--- src/rtl/arb_pkg.sv ---
// Shared types and helpers for the weighted round-robin arbiter.
package arb_pkg;

    typedef enum logic [0:0] {
        ARB_IDLE,
        ARB_GRANT
    } arb_state_e;

    // Ceiling log2, never below 1 so index ports keep a legal width.
    function automatic int unsigned clog2(input int unsigned value);
        int unsigned result;
        result = 0;
        while ((32'd1 << result) < value) begin
            result++;
        end
        return (result == 0) ? 1 : result;
    endfunction

endpackage

--- src/rtl/rr_pick.sv ---
// Combinational round-robin picker: finds the first set request at or after ptr.
module rr_pick
    import arb_pkg::*;
#(
    parameter int unsigned NUM_REQ = 8,
    parameter int unsigned IDX_W   = clog2(NUM_REQ)
) (
    input  logic [NUM_REQ-1:0] req,
    input  logic [IDX_W-1:0]   ptr,
    output logic               found,
    output logic [IDX_W-1:0]   winner
);

    logic [NUM_REQ-1:0] rotated;
    logic [IDX_W-1:0]   offset;
    logic [IDX_W:0]     sum;

    always_comb begin
        // Rotate right by ptr so the highest-priority requester lands at bit 0.
        rotated = NUM_REQ'({req, req} >> ptr);
        found   = |rotated;
        offset  = '0;
        for (int i = NUM_REQ - 1; i >= 0; i--) begin
            if (rotated[i]) begin
                offset = IDX_W'(i);
            end
        end
        sum = {1'b0, ptr} + {1'b0, offset};
        if (sum >= (IDX_W + 1)'(NUM_REQ)) begin
            sum = sum - (IDX_W + 1)'(NUM_REQ);
        end
        winner = sum[IDX_W-1:0];
    end

endmodule

--- src/rtl/weighted_rr_arbiter.sv ---
// N-way round-robin arbiter with per-requester burst credits and zero-bubble handover.
module weighted_rr_arbiter
    import arb_pkg::*;
#(
    parameter int unsigned NUM_REQ  = 8,
    parameter int unsigned WEIGHT_W = 4,
    localparam int unsigned IDX_W   = clog2(NUM_REQ)
) (
    input  logic                        clk,
    input  logic                        rstN,
    input  logic [NUM_REQ-1:0]          req,
    input  logic [NUM_REQ*WEIGHT_W-1:0] weight,
    input  logic                        done,
    output logic [NUM_REQ-1:0]          grant,
    output logic [IDX_W-1:0]            grant_idx,
    output logic                        grant_valid
);

    arb_state_e          state_q, state_d;
    logic [IDX_W-1:0]    ptr_q, ptr_d;
    logic [WEIGHT_W-1:0] credit_q, credit_d;
    logic [NUM_REQ-1:0]  grant_q, grant_d;
    logic [IDX_W-1:0]    idx_q, idx_d;

    logic                found;
    logic [IDX_W-1:0]    winner;
    logic [WEIGHT_W-1:0] win_weight;
    logic                rel;
    logic                load;
    logic                clear;

    // ptr already points past the last winner, so one picker serves both IDLE and release.
    rr_pick #(
        .NUM_REQ (NUM_REQ),
        .IDX_W   (IDX_W)
    ) u_pick (
        .req    (req),
        .ptr    (ptr_q),
        .found  (found),
        .winner (winner)
    );

    assign win_weight = weight[32'(winner) * WEIGHT_W +: WEIGHT_W];

    always_comb begin
        state_d  = state_q;
        ptr_d    = ptr_q;
        credit_d = credit_q;
        grant_d  = grant_q;
        idx_d    = idx_q;
        rel      = 1'b0;
        load     = 1'b0;
        clear    = 1'b0;

        unique case (state_q)
            ARB_IDLE: begin
                load = found;
            end
            ARB_GRANT: begin
                rel = !req[idx_q] || (done && (credit_q == WEIGHT_W'(1)));
                if (rel) begin
                    load  = found;
                    clear = !found;
                end else if (done) begin
                    credit_d = credit_q - WEIGHT_W'(1);
                end
            end
            default: begin
                clear = 1'b1;
            end
        endcase

        if (load) begin
            state_d  = ARB_GRANT;
            grant_d  = NUM_REQ'(1) << winner;
            idx_d    = winner;
            credit_d = (win_weight == '0) ? WEIGHT_W'(1) : win_weight;
            ptr_d    = (winner == IDX_W'(NUM_REQ - 1)) ? '0 : winner + IDX_W'(1);
        end else if (clear) begin
            state_d  = ARB_IDLE;
            grant_d  = '0;
            idx_d    = '0;
            credit_d = '0;
        end
    end

    always_ff @(posedge clk or negedge rstN) begin
        if (!rstN) begin
            state_q  <= ARB_IDLE;
            ptr_q    <= '0;
            credit_q <= '0;
            grant_q  <= '0;
            idx_q    <= '0;
        end else begin
            state_q  <= state_d;
            ptr_q    <= ptr_d;
            credit_q <= credit_d;
            grant_q  <= grant_d;
            idx_q    <= idx_d;
        end
    end

    assign grant       = grant_q;
    assign grant_idx   = idx_q;
    assign grant_valid = (state_q == ARB_GRANT);

endmodule

--- config.mk ---
export PLATFORM = sky130hd
export DESIGN_NAME = weighted_rr_arbiter
export DESIGN_NICKNAME = d
export VERILOG_FILES = /design/src/rtl/arb_pkg.sv /design/src/rtl/rr_pick.sv /design/src/rtl/weighted_rr_arbiter.sv
export SDC_FILE = /design/constraint.sdc
export NUM_CORES = 1
export LEC_CHECK = 0
export ABC_AREA = 0
export ABC_CLOCK_PERIOD_IN_PS = 3800
export CORE_AREA = 2 2 67 82
export DETAILED_ROUTE_END_ITERATION = 8
export DIE_AREA = 0 0 69 84
export PLACE_DENSITY = 0.79
export SLEW_MARGIN = 25
export SYNTH_ARGS = -nofsm -noshare
export SYNTH_HDL_FRONTEND = slang
export SYNTH_SLANG_ARGS = --single-unit
--- constraint.sdc ---
create_clock -name clk -period 3.8 [get_ports clk]
set_input_delay 0.38 -clock clk [delete_from_list [all_inputs] [get_ports clk]]
set_output_delay 0.38 -clock clk [all_outputs]
set_load 0.01 [all_outputs]
==> metrics.md, run 1 <==
| Metric | Value |
|---|---|
| Final period util | `97.1%` |
| Layout cell share with drive strength beyond 1 | `27.3%` |
| Fin. max-slew vios | `0` |
| Initial antenna violation count | `0` |
| Longest Clk Path Bufs | `2` |
| Synth-to-layout area growth | `48.5%` |
| Register area share after synthesis | `between 20% and 30%` |
| Syn. warnings | `0` |
| Clk sinks | `19` |
| Vias in the first global route | `2205` |
| Storage element area | `approximately 480 um^2` |
| Reg2reg end | `credit_q[0]$_DFFE_PN0P_` |
| Slew @ Worst Pin | `around 0.86 ns` |
| Status | `completed` |
| Worst reg2reg path depth | `16` |
| Total track usage | `roughly 20%` |
| Clock transition at path regs | `0.08 ns` |
| Worst hold endpoint | `grant[1]$_DFFE_PN0P_` |
| Ys async rst share | `100%` |
| Critical path endpoint category | `flip-flop` |
| Final Core Density | `58.1%` |
| Hold crit path type | `reg -> reg` |
| Top post-synthesis cells by count | `24 x nor3_1, 19 x dfrtp_1, 19 x nand2_1` |
| Number of synthesized flops with an enable pin | `0` |
| Hold path start | `grant[1]$_DFFE_PN0P_` |
| Rel. slew slack | `42.5%` |
| Syn nets | `277` |
| Ys flop type | `dfrtp_1` |
| Starting DRT DRC Count | `127` |
| Crit path DAT | `3.89 ns` |
| Yosys cell types | `47` |
| Required @ worst endpoint | `4.00 ns` |
| Layout Skew | `around 0.0044 ns` |
| Crit path launch type | `input port` |
| Wire per inst | `15.9 um` |
| Skew-Pair Late Insertion Delay | `0.26 ns` |
| Port Buf Inserts | `54` |
| FILL cells | `about 430` |
| CTS tree | `done` |
| IO Count | `55` |
| Synth Instances | `approximately 220` |
| FF-to-FF Start | `ptr_q[1]$_DFFE_PN0P_` |
| Cts hold-fix bufs | `0` |
| Setup slack, reg-to-reg | `0.17 ns` |
| Number of vias per cell | `5.84` |
| Count leader, synth | `nor3_1` |
| Final setup violation count | `0` |
| Nets | `between 300 and 400` |
| Fin. Hold Viols | `0` |
| Initial DRT Pass Iterations | `4` |
| Area of the core | `5080 um^2` |
| Rows | `29` |
| DR vias | `2115` |
| Netlist Area Pre-Place | `about 2000 um^2` |
| Routability cong. | `0.901` |
| Area of the multi-input gates | `approximately 1400 um^2` |
| Routed Wire Length | `5760 um` |
| Die height | `roughly 84 um` |
| First-pass GRT wire length | `9740 um` |
| CP Launch Point | `req[3]` |
| GRT overflow | `0` |
| Max-cap violations | `0` |
| Cells after DPL | `352` |
| Detail Route Antenna Nets | `0` |
| Tmin final | `between 3 and 4 ns` |
| Fmax | `between 0.2 and 0.3 GHz` |
| Initial core utilization | `39.1%` |
| Hold Path Depth | `1` |
| H-tree levels | `1` |
| Worst-path fanout max | `7` |
| Syn avg cell area | `between 8 and 9 um^2` |
| Post-DP HPWL | `4500 um` |
| Die Wd | `69 um` |
| Pin count of the biggest net entering global routing | `20` |
| Top cell type's share of synthesized area | `23.9%` |
| Cts bufs inserted | `3` |
| Synth area leader | `dfrtp_1` |
| Diode count | `0` |
| Ranking of synthesized cells by area | `dfrtp_1 24%, mux4_2 11%, nor3_1 6.0%, ha_1 5.7%, nand2_1 3.6%` |
| #FFs+latches synth | `19` |
| CTS root buffer | `clkbuf_8` |
| Post-Layout Cell Count | `362` |
| DRC viols | `0` |
| WS Path Type | `in -> reg` |
| Die Area | `5800 um^2` |
placed cells by master (no fill, tap or decap), types with 7 or more instances in the layout:
cell type and count:
clkdlybuf4s50_1 48, mux4_2 10, inv_1 8, a21oi_1 11, ha_1 8, buf_4 30
o21ai_0 7, nor2_1 15, nor3_1 20, nand2_1 19, dfrtp_1 17
cell families (layout without fill, tap and decap cells):
| group | count (synthesis) | count (layout) | synth area share (%) |
|---|---|---|---|
| fa+ha+maj | 10 | 10 | 6.68 |
| compound gates | 55 | 55 | 20.8 |
| mux | 16 | 16 | 14.7 |
| xor+xnor | 3 | 3 | 1.70 |
| buf+inv | 29 | 105 | 6.49 |
| simple gates | 92 | 92 | 25.8 |
| flops | 19 | 19 | 23.9 |
worst max-delay path: stages:
cell             delay (ns)
clkdlybuf4s50_1        0.55
a21oi_1                0.25
o21bai_1               0.12
a2111oi_2              0.36
o21ai_1                0.11
a31oi_1                0.23
ha_2                   0.22
fa_2                   0.48
buf_6                  0.15
mux4_2                 0.34
nor3_4                 0.21
nor2_1                 0.07
mux2i_1                0.22
a221o_1                0.18
stage by stage:
step / hold slack (ns) / worst slack, ns / setup TNS (ns) / instance area (um^2)
after CTS: 0.511 / 0.0268 / 0 / 2800
after global placement: 0.478 / -0.197 / -0.393 / 2750
after floorplan: 0.0844 / 0.0843 / 0 / 1990
final: 0.504 / 0.109 / 0 / 2950
after global routing: 0.521 / -0.0196 / -0.0196 / 2950
after detailed placement: 0.489 / -0.262 / -0.756 / 2750
what timing repair did:
| item | CTS | global route |
|---|---|---|
| setup buffers | 0 | 6 |
| gates resized for setup | 2 | 31 |
| pin swaps | 0 | 11 |
| setup endpoints to repair | 1 | 5 |
how the worst max path moves through the flow:
stage          cells past startpoint  slack (ns)                 endpoint
4_1_cts                           16        0.03  credit_q[0]$_DFFE_PN0P_
5_1_grt                           16       -0.02  credit_q[2]$_DFFE_PN0P_
6_report                          14        0.11  credit_q[0]$_DFFE_PN0P_
3_5_place_dp                      15       -0.26  credit_q[0]$_DFFE_PN0P_
3_3_place_gp                      15       -0.20  credit_q[0]$_DFFE_PN0P_
2_1_floorplan                     12        0.08     ptr_q[2]$_DFFE_PN0P_
registers in the layout, summed over array words and instances (netlist names):
register	cells
credit_q	4
grant	8
grant_idx	3
grant_valid	1
ptr_q	3
cell type report:
type,instances,area share (%)
multi-input cells,176,49.1
repair buffers,90,28.8
flip-flops and latches,19,16.2
well taps,62,2.63
inverters,11,1.65
clock buffers,3,1.40
clock inverters,1,0.254
per-layer routing:
layer | up-vias | track usage, % | part of all wire [%]
li1 | 1010 | - | -
met2 | 78 | 37.5 | 54
met4 | 0 | 9.09 | 2.5
met5 | - | 0 | 0
met1 | 1015 | 22.5 | 38
met3 | 12 | 2.17 | 5.0
Power of run 1 is not shown: default switching activity piles up to over one toggle a cycle in this logic, so the estimate is an artifact.
==> inputs of run 2 (changes only) <==
CTS_CLUSTER_DIAMETER = 120   (was not set)
==> results of run 2 <==
The final DEF is identical to that of run 1; final timing and power are the same.
Power of run 2 is left out for the same reason.
==> patch: new RTL, flow settings as in run 2 <==
Set the parameter `WEIGHT_W` to 5 (it was 4).
--- a/src/rtl/weighted_rr_arbiter.sv
+++ b/src/rtl/weighted_rr_arbiter.sv
@@ -4,5 +4,5 @@
 #(
     parameter int unsigned NUM_REQ  = 8,
-    parameter int unsigned WEIGHT_W = 4,
+    parameter int unsigned WEIGHT_W = 5,
     localparam int unsigned IDX_W   = clog2(NUM_REQ)
 ) (
Interface: changed (resized weight); port bits go from 55 to 63. The function was not compared with the original's and may differ.
==> patch against run 2 <==
Design area increased by 15%; count of clock-buffer cells in the layout unchanged; routed wire length increased by 24%; non-clock buffer count rose by 31; sequential cell count increased by 1; synthesized area up 5.9%; setup slack worse by 0.097 ns.
==> patch: results <==
[run_status]
run_status = "complete, no violations"

[yosys]
yosys-top-cells-area = "dfrtp_1 (24%), mux4_2 (13%), ha_1 (5.4%)"
yosysWarnings = 0
syn-num-nets = 290
ys_seq_area_share_pct = 23.78
ys_top_cells_by_count = "nand2_1 (24), nor3_1 (22), dfrtp_1 (20)"
synth_cell_types = 51

[route]
dr.first_iter.drc_count = 151
vias = 2346
met2_length_mm = 3.981
wl_per_cell_um = 17.95
met3_length_um = 254

[grt]
grt_pass1_wl_mm = 11.41
use_met2_pct = 45.28
grt_use_total_pct = 24.39
grt_max_degree = 21
grt_pass1_vias = 2380
gr-usage-met1_pct = 27.77

[placed_design]
place_ws_ns = -0.5273
place_area_um2 = 3153
hpwl_mm = 5.532

[cells_and_area]
nFillCells = 402
drive_above_1_share_pct = 34.82
largest_reg_flops = 8

[timing]
tightest_slew_ns = 0.5005
fin_skew_ns = 0.007453

[min_path]
hold_path.class = "in -> async"

[critical_path]
worst_path_max_delay_cell = "dfrtp_2"
worstPathArrival_ns = 3.97
cp_max_fo = 8
slowest_delay_ns = 0.47

[clock_tree]
htree_levels = 1
## patch: changes by cell type after synthesis, sizes merged, moves of 4 or more
cell / run 2 / this run
nor2: 16 / 9
buf: 8 / 12
nand3: 0 / 4
a21oi: 11 / 5
o211ai: 1 / 5
a2111oi: 6 / 0
clkbuf: 10 / 6
o21ai: 8 / 16
nand2: 19 / 24
## patch: final cells by class
cell class | instances | area share, %
sequential | 20 | 14.79
multi-input combinational | 183 | 48.42
inverter | 8 | 0.8830
clock buffer | 3 | 1.214
clock inverter | 1 | 0.8830
tap | 62 | 2.281
timing repair buffer | 121 | 31.53
## patch: path summary, 6_finish.rpt
check                      slack, ns  cells after the start          end      from
setup / recovery                0.01                     16  credit_q[0]  ptr_q[1]
min in group clk                0.49                      2     grant[4]  grant[4]
hold / removal                  0.06                      1     grant[7]      rstN
max in group asynchronous       3.40                      1     ptr_q[0]      rstN
hold reg to reg                 0.49                      2     grant[4]  grant[4]
setup reg to reg                0.01                     16  credit_q[0]  ptr_q[1]
## patch: cells by family (layout without fill, tap and decap cells)
group | Yosys count | in the layout | share of synthesized area (%)
compound gates | 50 | 50 | 17.72
fa+ha+maj | 10 | 10 | 6.302
simple gates | 101 | 101 | 27.53
mux | 20 | 20 | 17.78
xor+xnor | 2 | 2 | 1.724
flops | 20 | 20 | 23.78
buf+inv | 26 | 133 | 5.172
## patch: stage by stage
step / total power, mW / instances / utilization [%]
global route: 4.472 / 398 / 66.95
finish: 4.169 / 398 / 66.95
CTS: 3.987 / 397 / 65.07
detailed placement: 3.640 / 391 / 62.07
global placement: 3.542 / 391 / 62.07
floorplan: 2.550 / 229 / -
## patch: repair_timing
item,in CTS,in global routing
pin swaps,4,13
hold buffers,0,0
setup endpoints to repair,3,8
buffers inserted,2,1
gates resized for setup,23,21
